## src/rtl/store_narrow_if.sv

```systemverilog
// Request/memory-port bundle for store_narrow_unit.
// Carries err only when STORE_NARROW_MISALIGN_TRAP_EN is defined.
interface store_narrow_if #(
  parameter int OFFSET_WIDTH = 6
);
  logic                    req_valid;
  logic                    req_ready;
  logic                    req_byte;
  logic [15:0]             base;
  logic [OFFSET_WIDTH-1:0] offset;
  logic [15:0]             src_data;
  logic                    done;
  logic [15:0]             mem_address;
  logic [15:0]             mem_wdata;
  logic                    mem_write;
  logic [1:0]              mem_byte_enable;
  logic                    mem_resp;
`ifdef STORE_NARROW_MISALIGN_TRAP_EN
  logic                    err;

  modport master (
    output req_valid, req_byte, base, offset, src_data, mem_resp,
    input  req_ready, done, mem_address, mem_wdata, mem_write, mem_byte_enable, err
  );
  modport slave (
    input  req_valid, req_byte, base, offset, src_data, mem_resp,
    output req_ready, done, mem_address, mem_wdata, mem_write, mem_byte_enable, err
  );
`else
  modport master (
    output req_valid, req_byte, base, offset, src_data, mem_resp,
    input  req_ready, done, mem_address, mem_wdata, mem_write, mem_byte_enable
  );
  modport slave (
    input  req_valid, req_byte, base, offset, src_data, mem_resp,
    output req_ready, done, mem_address, mem_wdata, mem_write, mem_byte_enable
  );
`endif
endinterface

```

## src/rtl/store_narrow_unit.sv

```systemverilog
// LC-3b store path: effective address, lane narrowing, byte enables and mem_write/mem_resp handshake.
// Optional STORE_NARROW_MISALIGN_TRAP_EN: misaligned word stores trap through err instead of writing.
module store_narrow_unit #(
  parameter int OFFSET_WIDTH = 6,
  parameter bit BYTE_SCALE   = 1'b0
) (
  input  logic          clk,
  input  logic          rst_n,
  store_narrow_if.slave bus
);
  // state | meaning
  // IDLE  | ready, accept on req_valid
  // WRITE | mem_write held until mem_resp
  // DONE  | one-cycle done (and err) pulse
  typedef enum logic [1:0] {IDLE, WRITE, DONE} state_t;
  state_t state_q, state_d;

  logic [15:0] off_sext, off_scaled, ea;
  logic [15:0] addr_d, wdata_d;
  logic [1:0]  be_d;
  logic [15:0] addr_q, wdata_q;
  logic [1:0]  be_q;
  logic        accept, trap;

  assign off_sext   = {{(16-OFFSET_WIDTH){bus.offset[OFFSET_WIDTH-1]}}, bus.offset};
  assign off_scaled = (!bus.req_byte || (BYTE_SCALE != 1'b0)) ? {off_sext[14:0], 1'b0} : off_sext;
  assign ea         = bus.base + off_scaled;
  assign accept     = (state_q == IDLE) && bus.req_valid;

  // Word stores always drive an even address; a misaligned word EA is rounded down.
  always_comb begin
    wdata_d = bus.req_byte ? {2{bus.src_data[7:0]}} : bus.src_data;
    be_d    = bus.req_byte ? (ea[0] ? 2'b10 : 2'b01) : 2'b11;
    addr_d  = {ea[15:1], bus.req_byte & ea[0]};
  end

`ifdef STORE_NARROW_MISALIGN_TRAP_EN
  logic err_q;

  assign trap = accept && !bus.req_byte && ea[0];

  always_ff @(posedge clk or negedge rst_n) begin
    if (!rst_n)
      err_q <= 1'b0;
    else if (accept)
      err_q <= trap;
  end

  assign bus.err = (state_q == DONE) && err_q;
`else
  assign trap = 1'b0;
`endif

  always_ff @(posedge clk or negedge rst_n) begin
    if (!rst_n)
      state_q <= IDLE;
    else
      state_q <= state_d;
  end

  always_comb begin
    state_d = state_q;
    case (state_q)
      IDLE:    if (bus.req_valid) state_d = trap ? DONE : WRITE;
      WRITE:   if (bus.mem_resp) state_d = DONE;
      DONE:    state_d = IDLE;
      default: state_d = IDLE;
    endcase
  end

  // A trapped store leaves the memory-side registers untouched.
  always_ff @(posedge clk or negedge rst_n) begin
    if (!rst_n) begin
      addr_q  <= 16'h0000;
      wdata_q <= 16'h0000;
      be_q    <= 2'b00;
    end else if (accept && !trap) begin
      addr_q  <= addr_d;
      wdata_q <= wdata_d;
      be_q    <= be_d;
    end
  end

  assign bus.req_ready       = (state_q == IDLE);
  assign bus.mem_write       = (state_q == WRITE);
  assign bus.done            = (state_q == DONE);
  assign bus.mem_address     = addr_q;
  assign bus.mem_wdata       = wdata_q;
  assign bus.mem_byte_enable = be_q;
endmodule
```

## src/flat_wrapper.sv

```systemverilog
// flat-port wrapper written by rule: the top's interface ports become plain ports
module store_narrow_unit_flat 
#(
  parameter int OFFSET_WIDTH = 6,
  parameter bit BYTE_SCALE   = 1'b0
)
  (clk, rst_n, bus_req_valid, bus_req_byte, bus_base, bus_offset, bus_src_data, bus_mem_resp, bus_req_ready, bus_done, bus_mem_address, bus_mem_wdata, bus_mem_write, bus_mem_byte_enable);
  store_narrow_if #(.OFFSET_WIDTH(OFFSET_WIDTH)) bus_i ();
  input  logic clk;
  input  logic rst_n;
  input wire logic [$bits(bus_i.req_valid)-1:0] bus_req_valid;
  input wire logic [$bits(bus_i.req_byte)-1:0] bus_req_byte;
  input wire logic [$bits(bus_i.base)-1:0] bus_base;
  input wire logic [$bits(bus_i.offset)-1:0] bus_offset;
  input wire logic [$bits(bus_i.src_data)-1:0] bus_src_data;
  input wire logic [$bits(bus_i.mem_resp)-1:0] bus_mem_resp;
  output wire logic [$bits(bus_i.req_ready)-1:0] bus_req_ready;
  output wire logic [$bits(bus_i.done)-1:0] bus_done;
  output wire logic [$bits(bus_i.mem_address)-1:0] bus_mem_address;
  output wire logic [$bits(bus_i.mem_wdata)-1:0] bus_mem_wdata;
  output wire logic [$bits(bus_i.mem_write)-1:0] bus_mem_write;
  output wire logic [$bits(bus_i.mem_byte_enable)-1:0] bus_mem_byte_enable;
  assign bus_i.req_valid = bus_req_valid;
  assign bus_i.req_byte = bus_req_byte;
  assign bus_i.base = bus_base;
  assign bus_i.offset = bus_offset;
  assign bus_i.src_data = bus_src_data;
  assign bus_i.mem_resp = bus_mem_resp;
  assign bus_req_ready = bus_i.req_ready;
  assign bus_done = bus_i.done;
  assign bus_mem_address = bus_i.mem_address;
  assign bus_mem_wdata = bus_i.mem_wdata;
  assign bus_mem_write = bus_i.mem_write;
  assign bus_mem_byte_enable = bus_i.mem_byte_enable;
  store_narrow_unit #(.OFFSET_WIDTH(OFFSET_WIDTH), .BYTE_SCALE(BYTE_SCALE)) u_core (.clk(clk), .rst_n(rst_n), .bus(bus_i));
endmodule
```

## config.mk

```make
export PLATFORM = sky130hd
export DESIGN_NAME = store_narrow_unit_flat
export DESIGN_NICKNAME = d
export VERILOG_FILES = /design/src/rtl/store_narrow_if.sv /design/src/rtl/store_narrow_unit.sv /design/src/flat_wrapper.sv
export SDC_FILE = /design/constraint.sdc
export NUM_CORES = 1
export LEC_CHECK = 0
export BUFFER_PORTS_ARGS = -buffer_cell sky130_fd_sc_hd__buf_2
export CELL_PAD_IN_SITES_DETAIL_PLACEMENT = 1
export CELL_PAD_IN_SITES_GLOBAL_PLACEMENT = 1
export CORE_UTILIZATION = 23
export CTS_BUF_LIST = sky130_fd_sc_hd__clkbuf_16
export DETAILED_ROUTE_END_ITERATION = 16
export PLACE_DENSITY = 0.64
export SLEW_MARGIN = 10
export SYNTH_ARGS = -nofsm -noshare
export SYNTH_HDL_FRONTEND = slang
export SYNTH_SLANG_ARGS = --single-unit
```

## constraint.sdc

```tcl
create_clock -name clk -period 1.6 [get_ports clk]
set_clock_uncertainty 0.15 [all_clocks]
set_input_delay 0.16 -clock clk [delete_from_list [all_inputs] [get_ports clk]]
set_output_delay 0.16 -clock clk [all_outputs]
set_load 0.02 [all_outputs]
```

* Word level (Yosys, flattened, before mapping)
Index checks and enable logic that the tools add are counted.
Word-level totals: register bits after elaboration 36, bits of input ports 43, output and inout port bits 37, word-level logic and storage cells 20
Cells by class: add/subtract/negate cells 1, equal/unequal tests 4, multiplexer cells 7, bitwise gates (word level) 1, reductions and logical operators 3
Operator list (number):
- adder 16 bit | 1
- two-way mux 16 bit | 1
- two-way mux 2 bit | 4
- two-way mux 6 bit | 1
- inequality test 2 bit (second input constant) | 2
- case mux 2 bit (2 select lines) | 1
- equality test 2 x 1 -> 1 bit (second input constant) | 1
- equality test 2 bit (second input constant) | 1
- zero test 2 bit | 1
- AND reduction 2 bit | 1
- bitwise AND 1 bit | 1
- logical AND 1 bit | 1

* Logic depth before layout (Yosys ltp)
depth after elaboration 4, gate-level depth with buffers 12, mapped depth without buffers 10

* Worst setup path before layout
OpenSTA, ideal clock, no wires.
path kind input to register, start input port bus_req_byte, end register u_core.addr_q[12] (netlist: u_core.bus.mem_address[12]), setup time 69 ps, arrival 2638 ps, data required time 1381 ps, setup slack -1257 ps, stages 12, path buffers 2, cells stage by stage buf_2 -> buf_1 -> and2_1 -> ha_1 -> inv_1 -> fa_1 -> and2b_2 -> o211ai_1 -> a21boi_2 -> o2111ai_1 -> or4_1 -> nand3_1
On the way: cells in the longest elaborated chain, start to end 2
RTL lines:
- start, declared | line flat_wrapper.sv:12 | input wire logic [$bits(bus_i.req_byte)-1:0] bus_req_byte;
- two-way mux 6 bit | line store_narrow_unit.sv:26 | assign off_scaled = (!bus.req_byte || (BYTE_SCALE != 1'b0)) ? {off_sext[14:0], 1'b0} : off_sext;
- adder 16 bit | line store_narrow_unit.sv:27 | assign ea = bus.base + off_scaled;
- end signal, assigned | line store_narrow_unit.sv:78 | addr_q <= addr_d;
- end, declared | line store_narrow_unit.sv:21 | logic [15:0] addr_q, wdata_q;
Every way passes these cells. A chain may end at the register's enable or synchronous reset.

* Final worst setup path
Ends and elaborated chain as after synthesis.

==> flow_summary.ini <==
[final_layout]
final_cells = 487
nets = 434
final_layout_size_suffix_gt1_frac = 0.426
seq_area_um2 = 901
synthToLayoutAreaGrowth_pct = 60.4
diodes = 0
multi_input_area_um2 = 1350
nFillCells = 1094

[timing]
post-route-min-period_ns = 2.02
timing.final.crit_share = 1.26
fmax_mhz = 495
max-slew-margin-rel = 0.720
drv_slew = 0
timing_hold_violations_final = 0
setup_slack_ns = -0.421
tightest_slew_ns = 0.416
setup_total_negative_slack_ns = -3.77
setup_viol_count_final = 11
rsz0062_at_grt = true

[worst_hold_path]
worstHoldPathType = input port to flop

[synthesis]
yosys-top-cells-area = dfrtp_1 41%, ha_1 8.6%, nand2_1 8.4%, a21oi_1 5.5%, o21ai_0 4.4%
synth_area_per_cell_um2 = 8.89
synth_area_um2 = 2180
syn_nets = 304
fraction_of_the_yosys_area_taken_by_sequential_cells = 0.414
async_reset_ff_frac = 1.00
synth_cell_type_count = 40
synth.cells.most_frequent = 49 x nand2_1, 36 x dfrtp_1, 24 x a21oi_1
synthMostInstantiatedCell = nand2_1
netlist_instances = 245
ys_seq_elements = 36
ys.flop_type = dfrtp_1
synth-edff-count = 0
synthDominantAreaCellType = dfrtp_1
synthDominantCellAreaShare = 0.414
synth-warning-count = 0

[detailed_routing]
viasPerCell = 4.58
detail_route.first_pass.iterations = 4
detail_route.iter0.violations = 42
final_antenna_net_count = 0
via_count = 2229
wire_length_per_cell_um = 14.5
detail_route.drc_violations = 0
routed_wirelength_um = 7060

[die]
chipWidth_um = 99.3
die_h_um = 99.3
die_footprint_um2 = 9860
boundaryPins = 80
initial_core_utilization = 0.237
rows = 35
floorplan.core_area_um2 = 9200

[worst_setup_path]
r2r.worst_path.cells = 4
crit_path_max_fanout = 5
crit_start = bus_req_byte
ff2ff_setup_slack_ns = 0.09
critPathCaptureType = flop
rr_startpoint = u_core.state_q[0]$_DFFE_PN0P_
worst-setup-path-type = input port to flop
crit-reg2reg-capture = u_core.bus.mem_address[12]$_DFFE_PN0P_
critPathRequiredTime_ns = 1.67
critPathLaunchType = input port
critical_path_arrival_ns = 2.09
cp-endpoint = u_core.bus.mem_address[12]$_DFFE_PN0P_

[clock_tree]
clkLatencyLatePin_ns = 0.28
cts_sinks = 36
cts_buffers = 5
clock_tree.buffer_depth = 2
number_of_levels_in_the_clock_h_tree = 2
tritoncts = built
cts-root-buf = clkbuf_16
path_clk_slew_ns = 0.06

[placed_design]
place.detailed.hpwl_um = 5330
detailedPlace.worstSlack_ns = -0.884
io_buffer_count = 79
count_of_placed_standard_cells_including_taps = 463
gp_routability_congestion = 0.928

[grt]
globalRoute.totalOverflow = 0
grt_max_degree = 37
grtUsageTotal = 0.146
global_route_wire_length_before_repair_um = 11500
antenna_violations_before_repair = 0
first_global_vias = 2407

[power]
power_density_nw_per_um2 = 1380
peakVddDrop_uv = 440
total_leakage_power_nw = 1.71

[status]
failed_checks = negative setup slack
run_status = finished with violations

[run]
cap_viol_max_count = 0
-- stage by stage --
stage / instance area, µm² / util / power (W) / hold slack (ns)
floorplan: 2240 / - / 0.00274 / -0.286
global placement: 3030 / 0.330 / 0.00356 / -0.00561
detailed placement: 3030 / 0.330 / 0.00362 / -0.00567
CTS: 3450 / 0.375 / 0.00487 / 0.0243
global route: 3490 / 0.380 / 0.00514 / 0.0537
finish: 3490 / 0.380 / 0.00484 / 0.0271
-- sequential cells by signal, indices dropped and copies added (netlist names) --
register                    cells
u_core.state_q                  2
u_core.bus.mem_byte_enable      2
u_core.bus.mem_wdata           16
u_core.bus.mem_address         16
-- worst min-delay path by stage --
stage                      from                               endpoint  slack [ns]  cells after the start
2_1_floorplan             rst_n  u_core.bus.mem_address[0]$_DFFE_PN0P_       -0.29                      0
3_3_place_gp              rst_n    u_core.bus.mem_wdata[4]$_DFFE_PN0P_      -0.006                      2
3_5_place_dp              rst_n    u_core.bus.mem_wdata[4]$_DFFE_PN0P_      -0.006                      2
4_1_cts        bus_src_data[11]   u_core.bus.mem_wdata[11]$_DFFE_PN0P_        0.02                      3
5_1_grt        bus_src_data[15]   u_core.bus.mem_wdata[15]$_DFFE_PN0P_        0.05                      3
6_report       bus_src_data[11]   u_core.bus.mem_wdata[11]$_DFFE_PN0P_        0.03                      3
-- per-layer routing --
metal / global-route usage / up-vias / part of all wire
li1: - / 1106 / -
met1: 0.175 / 1069 / 0.45
met2: 0.274 / 48 / 0.51
met3: 0.0169 / 6 / 0.029
met4: 0.0419 / 0 / 0.013
met5: 0 / - / 0
-- power breakdown --
| group | internal, W | total [W] | switching, W |
|---|---|---|---|
| clock | 0.000732 | 0.00113 | 0.000399 |
| sequential | 0.00131 | 0.00152 | 0.000219 |
| combinational | 0.000864 | 0.00218 | 0.00132 |
-- kinds of logic (layout without fill, tap and decap cells) --
| family | after synthesis | in the layout | synth area share |
|---|---|---|---|
| buf+inv | 19 | 150 | 0.0339 |
| fa+ha+maj | 16 | 16 | 0.0953 |
| xor+xnor | 11 | 11 | 0.0442 |
| flops | 36 | 36 | 0.414 |
| compound gates | 63 | 63 | 0.176 |
| mux | 13 | 13 | 0.0620 |
| simple gates | 87 | 87 | 0.175 |
-- cells in the final DEF, fill, tap and decap left out, types with 3 or more instances in the layout --
master         netlist  routed
buf_2                2      77
nand2_1             49      49
buf_4                0      37
dfrtp_1             36      36
a21oi_1             24      23
nor2_1              15      13
o21ai_0             19      11
ha_1                15      10
dlygate4sd3_1        0      10
mux2i_1              9       9
o21ai_1              1       8
inv_1                8       7
xor2_1               6       6
buf_6                0       6
ha_4                 0       5
clkbuf_16            0       5
xnor2_1              5       4
and2_1               5       4
buf_12               0       4
mux2_2               4       3
nand3_1              4       3
nand4_1              3       3
-- timing repair --
item | in CTS | in global routing
hold endpoints to repair | 46 | 0
resized for setup | 25 | 6
pin swaps | 21 | 12
endpoints found under the setup margin | 12 | 12
buffers inserted | 4 | 4
hold buffers | 10 | 0
-- worst max-delay path, cell delays in order --
cell	delay, ns
buf_12	0.11
mux2i_1	0.13
buf_4	0.15
fa_2	0.36
and2b_2	0.23
o211ai_1	0.10
a21boi_2	0.18
o2111ai_2	0.15
or4_1	0.43
nand3_1	0.10
-- final cells by class --
class                      count  share of cell area
clock inverter                 3              0.0122
multi-input combinational    190               0.385
clock buffer                   5              0.0358
timing repair buffer         134               0.261
tap                          111              0.0398
sequential                    36               0.258
inverter                       8             0.00860
Power figures use the tool's default switching activity.
